[config.mk]
export PLATFORM = sky130hd
export DESIGN_NAME = seq_shift_add_multiplier
export DESIGN_NICKNAME = d
export VERILOG_FILES = /design/src/rtl/seq_shift_add_multiplier.sv
export SDC_FILE = /design/constraint.sdc
export NUM_CORES = 1
export LEC_CHECK = 0
export ABC_AREA = 0
export BUFFER_PORTS_ARGS = -buffer_cell sky130_fd_sc_hd__buf_2
export CORE_MARGIN = 2
export CORE_UTILIZATION = 40
export DETAILED_ROUTE_END_ITERATION = 8
export PLACE_DENSITY_LB_ADDON = 0.12
export SLEW_MARGIN = 20
export SYNTH_ARGS = -nofsm -noshare
export SYNTH_HDL_FRONTEND = slang
export SYNTH_SLANG_ARGS = --single-unit
[constraint.sdc]
create_clock -name clk -period 7.3 [get_ports clk]
set_input_delay 0.365 -clock clk [delete_from_list [all_inputs] [get_ports clk]]
set_output_delay 0.365 -clock clk [all_outputs]
set_load 0.005 [all_outputs]
[src/rtl/seq_shift_add_multiplier.sv]
// seq_shift_add_multiplier
//   Iterative shift-add multiplier: one (WIDTH+1)-bit adder, one iteration per
//   multiplier bit, start/done/ack handshake. Unsigned or two's-complement
//   operands selected per operation via signed_i.
// Ports
//   clk, rst             clock, asynchronous active-high reset
//   start_i, signed_i    request and operand mode, sampled in IDLE only
//   a_i, b_i             multiplicand / multiplier, sampled with start_i
//   ack_i                consumer took product_o, sampled in DONE only
//   busy_o               high in RUN and DONE
//   done_o               high in DONE, product_o valid
//   product_o            2*WIDTH-bit result, held until the next DONE entry
module seq_shift_add_multiplier #(
  parameter int unsigned WIDTH = 8
) (
  input  logic                 clk,
  input  logic                 rst,
  input  logic                 start_i,
  input  logic                 signed_i,
  input  logic [WIDTH-1:0]     a_i,
  input  logic [WIDTH-1:0]     b_i,
  input  logic                 ack_i,
  output logic                 busy_o,
  output logic                 done_o,
  output logic [2*WIDTH-1:0]   product_o
);

  localparam int unsigned PROD_W = 2 * WIDTH;
  localparam int unsigned CNT_W  = (WIDTH > 2) ? $clog2(WIDTH) : 1;

  typedef enum logic [1:0] {
    S_IDLE = 2'd0,
    S_RUN  = 2'd1,
    S_DONE = 2'd2
  } state_t;

  state_t              state, state_next;
  logic [WIDTH-1:0]    m, m_next;
  logic [WIDTH-1:0]    q, q_next;
  logic [WIDTH-1:0]    acc, acc_next;
  logic [CNT_W-1:0]    cnt, cnt_next;
  logic                neg, neg_next;
  logic [PROD_W-1:0]   product_next;

  logic [WIDTH:0]      addend;
  logic [WIDTH:0]      sum;
  logic [PROD_W-1:0]   shifted;

  // Single adder; the carry bit is shifted into ACC's MSB
  always_comb begin
    addend  = q[0] ? {1'b0, m} : '0;
    sum     = {1'b0, acc} + addend;
    shifted = {sum, q[WIDTH-1:1]};
  end

  // State register
  always_ff @(posedge clk or posedge rst) begin
    if (rst) begin
      state <= S_IDLE;
    end else begin
      state <= state_next;
    end
  end

  // Next-state and datapath next values
  always_comb begin
    state_next   = state;
    m_next       = m;
    q_next       = q;
    acc_next     = acc;
    cnt_next     = cnt;
    neg_next     = neg;
    product_next = product_o;

    case (state)
      S_IDLE: begin
        if (start_i) begin
          // Magnitudes in WIDTH bits; |-2^(WIDTH-1)| still fits unsigned
          m_next     = (signed_i && a_i[WIDTH-1]) ? WIDTH'(-a_i) : a_i;
          q_next     = (signed_i && b_i[WIDTH-1]) ? WIDTH'(-b_i) : b_i;
          acc_next   = '0;
          cnt_next   = '0;
          neg_next   = signed_i & (a_i[WIDTH-1] ^ b_i[WIDTH-1]);
          state_next = S_RUN;
        end
      end
      S_RUN: begin
        acc_next = shifted[PROD_W-1:WIDTH];
        q_next   = shifted[WIDTH-1:0];
        cnt_next = cnt + CNT_W'(1);
        if (cnt == CNT_W'(WIDTH - 1)) begin
          // Negating a zero magnitude yields zero, so no -0 artefact
          product_next = neg ? PROD_W'(-shifted) : shifted;
          state_next   = S_DONE;
        end
      end
      S_DONE: begin
        if (ack_i) begin
          state_next = S_IDLE;
        end
      end
      default: begin
        state_next = S_IDLE;
      end
    endcase
  end

  // Datapath and registered outputs
  always_ff @(posedge clk or posedge rst) begin
    if (rst) begin
      m         <= '0;
      q         <= '0;
      acc       <= '0;
      cnt       <= '0;
      neg       <= 1'b0;
      product_o <= '0;
      busy_o    <= 1'b0;
      done_o    <= 1'b0;
    end else begin
      m         <= m_next;
      q         <= q_next;
      acc       <= acc_next;
      cnt       <= cnt_next;
      neg       <= neg_next;
      product_o <= product_next;
      busy_o    <= (state_next != S_IDLE);
      done_o    <= (state_next == S_DONE);
    end
  end

endmodule

==> impl_metrics.env <==
export IMPL_max_freq_ghz=0.3149
export IMPL_route_met2_wl_mm=2.558
export IMPL_synth_xor_xnor_area_share_pct=8.396
export IMPL_antenna_found_initial=0
export IMPL_fin_hold_ws_ns=0.1857
export IMPL_r2r_slack_ns=4.12
export IMPL_slew_limit_headroom_pct=38.81
export IMPL_yosys_warnings=0
export IMPL_rsz0062_at_grt="no"
export IMPL_track_usage_pct=17.39
export IMPL_critPathCaptureType="register"
export IMPL_synth_top_family_by_area="compound AO/OA/AOI/OAI gates"
export IMPL_path_class="register to register"
export IMPL_synth_compound_area_share_pct=20.04
export IMPL_arrival_ns=3.42
export IMPL_path_buf_inv=0
export IMPL_synth_top_flop_cell="dfrtp_1"
export IMPL_yosys_area_share_simple_pct=17.59
export IMPL_hold_buffers=0
export IMPL_cts_sinks=48
export IMPL_viasPerCell=5.047
export IMPL_nets=382
export IMPL_status="complete, no violations"
export IMPL_met1_length_mm=3.114
export IMPL_cts_tree="built"
export IMPL_drc=0
export IMPL_numPlacedInstances=436
export IMPL_ys_seq_area_share_pct=42.65
export IMPL_p_per_area_mw_per_mm2=415.6
export IMPL_synthArstFlopShare_pct=100.0
export IMPL_synth_cell_type_count=43
export IMPL_antenna_left=0
export IMPL_drt_pass1_iterations=4
export IMPL_r2r_start="q[0]"
export IMPL_crit_start="q[0]"
export IMPL_htreeDepth=2
export IMPL_cpMostUsedCell="or4_1"
export IMPL_grt_overflow_total=0
export IMPL_worst_pin_slew_ns=0.9160
export IMPL_core_area_mm2=0.006794
export IMPL_tns_ns=0
export IMPL_cts_root_buf="clkbuf_8"
export IMPL_wl_per_cell_um=13.45
export IMPL_die_area_mm2=0.007728
export IMPL_final_min_clock_period_ns=3.176
export IMPL_ir_worst_vdd_mv=0.1146
export IMPL_portBuffers=38
export IMPL_path_clk_slew_ns=0.09
export IMPL_worstSetupPathDepth=9
export IMPL_clock_latency_ns=0.31
export IMPL_final_fill_count=676
export IMPL_ios=39
export IMPL_grt_max_degree=49
export IMPL_drt_total_wl_mm=5.959
export IMPL_pre_cts_slack_ns=4.125
export IMPL_grt_pass1_wl_mm=10.55
export IMPL_cts_buffer_depth=2
export IMPL_grt_pass1_vias=2214
export IMPL_netlist_instances=310
export IMPL_critPathLaunchType="register"
export IMPL_maxSlewViolCount=0
export IMPL_crit_end="product_o[15]"
export IMPL_wl_met3_um=204
export IMPL_slowest_delay_ns=0.48
export IMPL_cts_setup_buffers=0
export IMPL_via_count=2236
export IMPL_cts_inserted_buffers=5
export IMPL_synth_nets=345
export IMPL_crit_chain="and2_1, ha_1, fa_1, xnor2_1, nor3b_1, o211ai_1, or4_1, or4_1, nand3_1"
export IMPL_path_delay_family="simple AND/OR/NAND/NOR gates"
export IMPL_leakagePower_nw=1.462
export IMPL_synth_mux_area_share_pct=1.510
export IMPL_ys_ff_latch=48
export IMPL_drive_gt1_share_pct=16.14
export IMPL_cts_resized=0
export IMPL_rr_worst_depth=9
export IMPL_hold_path_class="input port to asynchronous set/reset pin"
export IMPL_r2r_end="product_o[15]"
export IMPL_hpwlAfterDp_mm=4.423
export IMPL_finalHoldViolCount=0
export IMPL_fin_worst_skew_ns=0.008984
export IMPL_fin_util_pct=47.66
export IMPL_fp_dieW_um=87.91
export IMPL_critPathMaxFanout=9
export IMPL_synth_edf_count=0
export IMPL_topRoutingLayerUsed="met4"
export IMPL_cpMaxStageDelayCell="or4_1"
export IMPL_start_util_pct=41.45
export IMPL_rows=30
export IMPL_setup_viol=0
export IMPL_drtIter0Drc=125
export IMPL_syn2layout_area_growth_pct=14.97
export IMPL_synth_avg_cell_area_um2=9.085
export IMPL_cp_required_ns=7.55
export IMPL_diodes=0
export IMPL_synth_area_mm2=0.002816
export IMPL_layout_setup_ws_ns=4.124
export IMPL_routabilityCongestion=0.8576
export IMPL_finalCritPeriodShare_pct=43.51
export IMPL_maxCapViolations=0
export IMPL_die_h_um=87.91
export IMPL_finalNonFillerCells=443
export IMPL_synthAdderAreaFrac_pct=6.486
==> worst min path at each step <==
stage               depth (start not counted)          start  slack (ns)             to
finish                                      2            rst        0.19         done_o
global route                                2            rst        0.28   product_o[9]
CTS                                         3         b_i[7]        0.31           q[7]
global placement                            2   product_o[6]        0.46   product_o[6]
floorplan                                   2         acc[7]        0.46         acc[7]
detailed placement                          2  product_o[10]        0.46  product_o[10]
==> Yosys cell counts, types with 2 or more instances <==
cell type / number / area (um^2)
dfrtp_1: 48 / 1201
nand2_1: 35 / 131.4
o21ai_0: 28 / 140.1
nor2_1: 25 / 93.84
a21oi_1: 18 / 90.09
xor2_1: 17 / 148.9
inv_1: 14 / 52.55
ha_1: 13 / 162.7
clkbuf_1: 11 / 41.29
xnor2_1: 10 / 87.58
nand3_1: 9 / 45.04
a22o_1: 8 / 70.07
a22oi_1: 8 / 60.06
and2_1: 8 / 50.05
nor3_1: 8 / 40.04
o31ai_1: 6 / 45.04
o21ai_1: 4 / 20.02
nor3b_1: 3 / 22.52
or4_1: 3 / 22.52
and3_1: 2 / 12.51
mux2_2: 2 / 22.52
mux2i_1: 2 / 20.02
nand2b_1: 2 / 12.51
nor2b_1: 2 / 12.51
nor4_1: 2 / 12.51
o211ai_1: 2 / 15.01
o221ai_1: 2 / 17.52
o41ai_1: 2 / 17.52
or3_1: 2 / 12.51
==> flip-flops by register name, indices dropped and copies added (netlist names) <==
signal	flops
acc	8
busy_o	1
cnt	3
done_o	1
m	8
neg	1
product_o	16
q	8
state	2
==> cell families after synthesis <==
| group | count (synthesis) |
|---|---|
| and+or+nand+nor | 105 |
| AOI/OAI and AO/OA | 87 |
| DFF | 48 |
| xor gates and xnor gates | 27 |
| buffers and inverters | 25 |
| adders and majority gates | 14 |
| muxes | 4 |
==> per-stage QoR <==
step / instance area [um^2] / power [mW]
after floorplan: 2816 / 0.9504
after global placement: 3108 / 1.119
after detailed placement: 3108 / 1.132
after CTS: 3237 / 1.357
after global routing: 3238 / 1.485
final: 3238 / 1.346
==> per-layer routing <==
metal	vias up	track usage, %
li1	1169	-
met1	1015	25.40
met2	45	26.58
met3	7	2.545
met4	0	5.594
met5	-	0
==> power breakdown <==
| part | internal, mW | switching (mW) | leakage, nW | total [mW] |
|---|---|---|---|---|
| sequential | 0.379 | 0.101 | 0.601 | 0.480 |
| combinational | 0.283 | 0.358 | 0.796 | 0.641 |
| clock | 0.135 | 0.0897 | 0.0642 | 0.225 |
==> cell type report <==
cell class / count / area (um^2) / area share [%]
clock buffers: 5 / 68.82 / 2.125
well taps: 96 / 120.1 / 3.709
multi-input cells: 237 / 1521 / 46.99
inverters: 14 / 53.80 / 1.662
flip-flops and latches: 48 / 1201 / 37.09
clock inverters: 2 / 60.06 / 1.855
repair buffers: 41 / 212.7 / 6.569
==> placed cells by master (no fill, tap or decap), types with 2 or more instances in the layout <==
master	count
dfrtp_1	48
buf_2	38
nand2_1	35
o21ai_0	28
nor2_1	25
a21oi_1	18
xor2_1	17
inv_1	13
ha_1	13
xnor2_1	10
nand3_1	9
nor3_1	8
a22o_1	8
a22oi_1	8
and2_1	8
o31ai_1	6
clkbuf_8	5
o21ai_1	4
nor3b_1	3
or4_1	3
buf_4	3
or3_1	2
nand2b_1	2
o41ai_1	2
o221ai_1	2
and3_1	2
o211ai_1	2
nor2b_1	2
nor4_1	2
mux2_2	2
mux2i_1	2
bufinv_16	2
Power figures use the tool's default switching activity.
